===== src/rtl/eda_fifo_arbiter.sv =====
// Pop scheduler for the 8-entry neighbour-FIFO bank of the regional-max flood-fill.
// Define EDA_FIFO_ARB_FIXED_PRI_EN for fixed priority (7 high .. 0 low) instead of round-robin.
module eda_fifo_arbiter #(
    parameter int ADDR_WIDTH = 12,
    parameter int NUM_DIR    = 8
) (
    input  logic                          clk,
    input  logic                          reset_n,
    input  logic                          start,
    input  logic [NUM_DIR-1:0]            fifo_empty,
    input  logic [ADDR_WIDTH*NUM_DIR-1:0] fifo_data,
    output logic [NUM_DIR-1:0]            read_en,
    output logic                          out_valid,
    input  logic                          out_ready,
    output logic [ADDR_WIDTH-1:0]         out_addr,
    output logic [2:0]                    out_dir,
    output logic                          busy,
    output logic                          done
);

    typedef enum logic [2:0] {
        IDLE,
        SCAN,
        POP,
        CAPT,
        OUT
    } state_t;

    state_t     state;
    logic [2:0] win;
    logic [2:0] pick;
    logic       found;

`ifdef EDA_FIFO_ARB_FIXED_PRI_EN
    always_comb begin
        pick  = '0;
        found = 1'b0;
        for (int i = NUM_DIR - 1; i >= 0; i--) begin
            if (!found && !fifo_empty[i]) begin
                pick  = 3'(i);
                found = 1'b1;
            end
        end
    end
`else
    logic [2:0] rr_ptr;
    logic [2:0] idx;

    // Search descends from rr_ptr-1; the last-served FIFO is tried last.
    always_comb begin
        pick  = '0;
        found = 1'b0;
        idx   = '0;
        for (int k = 1; k <= NUM_DIR; k++) begin
            idx = rr_ptr - 3'(k);
            if (!found && !fifo_empty[idx]) begin
                pick  = idx;
                found = 1'b1;
            end
        end
    end
`endif

    always_ff @(posedge clk or negedge reset_n) begin
        if (!reset_n) begin
            state     <= IDLE;
            read_en   <= '0;
            out_valid <= 1'b0;
            out_addr  <= '0;
            out_dir   <= '0;
            busy      <= 1'b0;
            done      <= 1'b0;
            win       <= '0;
`ifndef EDA_FIFO_ARB_FIXED_PRI_EN
            rr_ptr    <= '0;
`endif
        end else begin
            done    <= 1'b0;
            read_en <= '0;
            unique case (state)
                IDLE: begin
                    if (start) begin
                        state <= SCAN;
                        busy  <= 1'b1;
                    end
                end
                SCAN: begin
                    if (!found) begin
                        done  <= 1'b1;
                        busy  <= 1'b0;
                        state <= IDLE;
                    end else begin
                        win           <= pick;
                        read_en[pick] <= 1'b1;
                        state         <= POP;
                    end
                end
                POP: begin
                    state <= CAPT;
                end
                CAPT: begin
                    out_addr  <= fifo_data[int'(win)*ADDR_WIDTH +: ADDR_WIDTH];
                    out_dir   <= win;
                    out_valid <= 1'b1;
`ifndef EDA_FIFO_ARB_FIXED_PRI_EN
                    rr_ptr    <= win;
`endif
                    state     <= OUT;
                end
                OUT: begin
                    if (out_ready) begin
                        out_valid <= 1'b0;
                        state     <= SCAN;
                    end
                end
                default: begin
                    state <= IDLE;
                end
            endcase
        end
    end

endmodule


===== config.mk =====
export PLATFORM = sky130hd
export DESIGN_NAME = eda_fifo_arbiter
export DESIGN_NICKNAME = d
export VERILOG_FILES = /design/src/rtl/eda_fifo_arbiter.sv
export SDC_FILE = /design/constraint.sdc
export NUM_CORES = 1
export LEC_CHECK = 0
export ABC_AREA = 1
export CORE_MARGIN = 2
export CORE_UTILIZATION = 45
export DETAILED_ROUTE_END_ITERATION = 10
export DONT_BUFFER_PORTS = 1
export GPL_ROUTABILITY_DRIVEN = 0
export RECOVER_POWER = 100
export REMOVE_ABC_BUFFERS = 1
export SLEW_MARGIN = 0
export SYNTH_ARGS = -nofsm -noshare
export SYNTH_HDL_FRONTEND = slang
export SYNTH_SLANG_ARGS = --single-unit

===== constraint.sdc =====
create_clock -name clk -period 2.9 [get_ports clk]
set_input_delay 0 -clock clk [delete_from_list [all_inputs] [get_ports clk]]
set_output_delay 0 -clock clk [all_outputs]
set_load 0.01 [all_outputs]

==> flow_summary.ini <==
[synth]
ys_ff_latch = 32
synth_area_um2 = 2720
ys.flop_type = dfrtp_1
synthCells = 434
async_reset_ff_share_pct = 100
ys_seq_area_share_pct = 29.5
ys_warn_count = 0
synth_edf_count = 0
synthTopCellsByArea = dfrtp_1 (29%), nand2_1 (16%), o21ai_0 (9.6%)
avgSynthCellArea_um2 = 6.26
synth_largest_area_cell = dfrtp_1
synth_cell_types = 28
synth_top_area_share_pct = 29.5

[floorplan]
start_util_pct = 46.2
io_pins = 134
die_h_um = 81.7
core_area_um2 = 5890
fp.dieW_um = 81.7
die-area_um2 = 6670
core.rowCount = 28

[drt]
ant_nets = 0
first_pass_iters = 5
drc = 0
vias = 2843
routed_via_density = 5.61
drt_iter0_drc = 98
wl_um = 7340
wl_per_cell_um = 14.5

[setup_path]
cp.required_ns = 3.11
cp_max_fo = 8
rrSetupSlack_ns = 0.43
startpoint_type = flip-flop
endpoint_kind = flip-flop
crit_type = flip-flop to flip-flop
cp.arrival_ns = 2.68

[global_route]
globalRouteMet3Util_pct = 3.30
grt_pass1_wl_um = 11400
grtUsageTotal_pct = 21.8
grt_util_met2_pct = 41.3
met1_usage_pct = 25.8
grt_pass1_vias = 2523
grt_max_degree = 50
busiest_layer = met2
antenna_found_initial = 0
grt_remaining_overflow = 0

[clocking]
insertion_delay_ns = 0.28
cts_made_buffers = 5
cts_resized = 0
clock-sinks = 32
tritoncts = yes
root_buffer = clkbuf_8
clock_path_buffers = 2
clk_pin_slew_worst_paths_ns = 0.07
htreeDepth = 2

[finish]
finalInstanceArea_um2 = 2860
fillers = 640
antenna_cells = 0
final_nets = 541
drive_gt1_share_pct = 10.4
fin_util_pct = 48.5
areaGrowthSynthToFinish_pct = 5.16

[power]
power.leakage_nw = 1.37
power.density_nw_per_um2 = 1370
ir_worst_vdd_v = 0.000537

[place]
hpwlAfterDp_um = 5450
placement.io_buffers = 0
place_area_um2 = 2770

[timing]
hold_violations = 0
period_needed_ns = 2.47
fmax_ghz = 0.405
maxSlewHeadroom_pct = -16.5
worstMarginPinSlew_ns = 1.75
finalCritPeriodShare_pct = 85.1
clock_skew_ns = 0.00704
rsz0062_at_grt = false
slew_viol_final = 33
setup-tns-final_ns = 0
setup_violations = 0

[status]
violations = max-capacitance violations, max-slew violations
status = finished with violations

[worst_hold_path]
hp-class = primary input to flip-flop

[job]
max_cap_violations = 1
[state kept, by name, summed over array words and instances, names as in the netlist]
signal / flops
busy: 1
done: 1
out_addr: 12
out_valid: 1
read_en: 8
rr_ptr: 3
state: 3
win: 3
[critical path, stage by stage, from the launching register on]
cell and delay [ns]:
dfrtp_1 0.43, inv_4 0.08, ha_1 0.39, inv_2 0.15, nand3_1 0.12, nand3_1 0.09
nand2_1 0.13, nand3_1 0.16, nor2_4 0.06, nand3_2 0.08, nor2_4 0.05, a21oi_2 0.34
nand2_1 0.18, nor2_1 0.14
[cells in the mapped netlist (2+ instances only)]
library cell / instances
dfrtp_1: 32
o21ai_2: 2
ha_1: 2
nor2_1: 69
nand3_1: 50
inv_4: 2
a21oi_1: 3
inv_2: 5
o22ai_1: 24
buf_6: 3
inv_1: 24
clkbuf_1: 17
nand3_2: 6
o21ai_0: 52
nor2_4: 3
nand2_1: 113
nand4_1: 5
nand2_2: 12
[per-layer routing]
| layer | routed length [µm] | up-vias | part of all wire (%) |
|---|---|---|---|
| li1 | - | 1434 | - |
| met1 | 3060 | 1291 | 42 |
| met2 | 3770 | 112 | 51 |
| met3 | 428 | 6 | 5.8 |
| met4 | 80 | 0 | 1.1 |
| met5 | 0 | - | 0 |
[logic make-up (layout without fill, tap and decap cells)]
family	after synthesis	in the layout	synth area share [%]
AO/OA/AOI/OAI	83	83	16.9
XOR/XNOR	2	2	1.20
adder cells (fa/ha/maj)	2	2	0.921
buffers and inverters	52	50	8.20
flip-flops	32	32	29.5
AND/OR/NAND/NOR	263	263	43.3
[worst paths after layout]
kind	start	to	cells after the start
worst max register to register	rr_ptr[1]	read_en[2]	13
worst min register to register	state[0]	state[0]	1
min in group asynchronous	reset_n	read_en[1]	2
worst min-delay path	start	busy	3
max in group asynchronous	reset_n	rr_ptr[2]	2
worst max-delay path	rr_ptr[1]	read_en[2]	13
[report_power, final]
group	switching [mW]	leakage, nW	total, mW	internal (mW)
registers	0.228	0.403	0.872	0.644
logic	1.85	0.924	2.71	0.860
clock network	0.176	0.0479	0.343	0.167
[cells in the final DEF, fill, tap and decap left out, types with 2 or more instances in the layout]
cell           instances
nor2_1                70
nand2_1              115
clkbuf_8               5
nand3_2                5
inv_2                  5
buf_4                  5
nand3_1               51
clkinv_2               2
ha_1                   2
nand4_1                5
a21oi_1                3
nor2_4                 3
dlygate4sd3_1          2
o22ai_1               24
nand2_2               10
o21ai_0               52
o21ai_2                2
inv_1                 24
clkbuf_1               4
dfrtp_1               32
inv_4                  2
[per-stage QoR]
step                      worst slack, ns  hold WS (ns)  power, mW  cells
after CTS                           0.504       0.00128       3.99    507
after floorplan                     0.507        -0.296       2.97    413
final                               0.432       0.00619       3.92    507
after global routing                0.156        0.0394       4.36    507
after detailed placement            0.517        -0.294       3.62    496
after global placement              0.545        -0.294       3.59    496
[area by class of cell]
| class | instances | area (µm²) | area share, % |
|---|---|---|---|
| clock inverters | 3 | 18.8 | 0.657 |
| repair buffers | 11 | 72.6 | 2.54 |
| flip-flops and latches | 32 | 801 | 28.0 |
| inverters | 31 | 121 | 4.25 |
| clock buffers | 5 | 68.8 | 2.41 |
| well taps | 75 | 93.8 | 3.29 |
| multi-input cells | 350 | 1680 | 58.8 |
[timing repair]
item                                   4_1_cts  5_1_grt
buffers inserted                             0        0
hold buffers                                 3        0
endpoints found under the hold margin       34        0
Power figures use the tool's default switching activity.
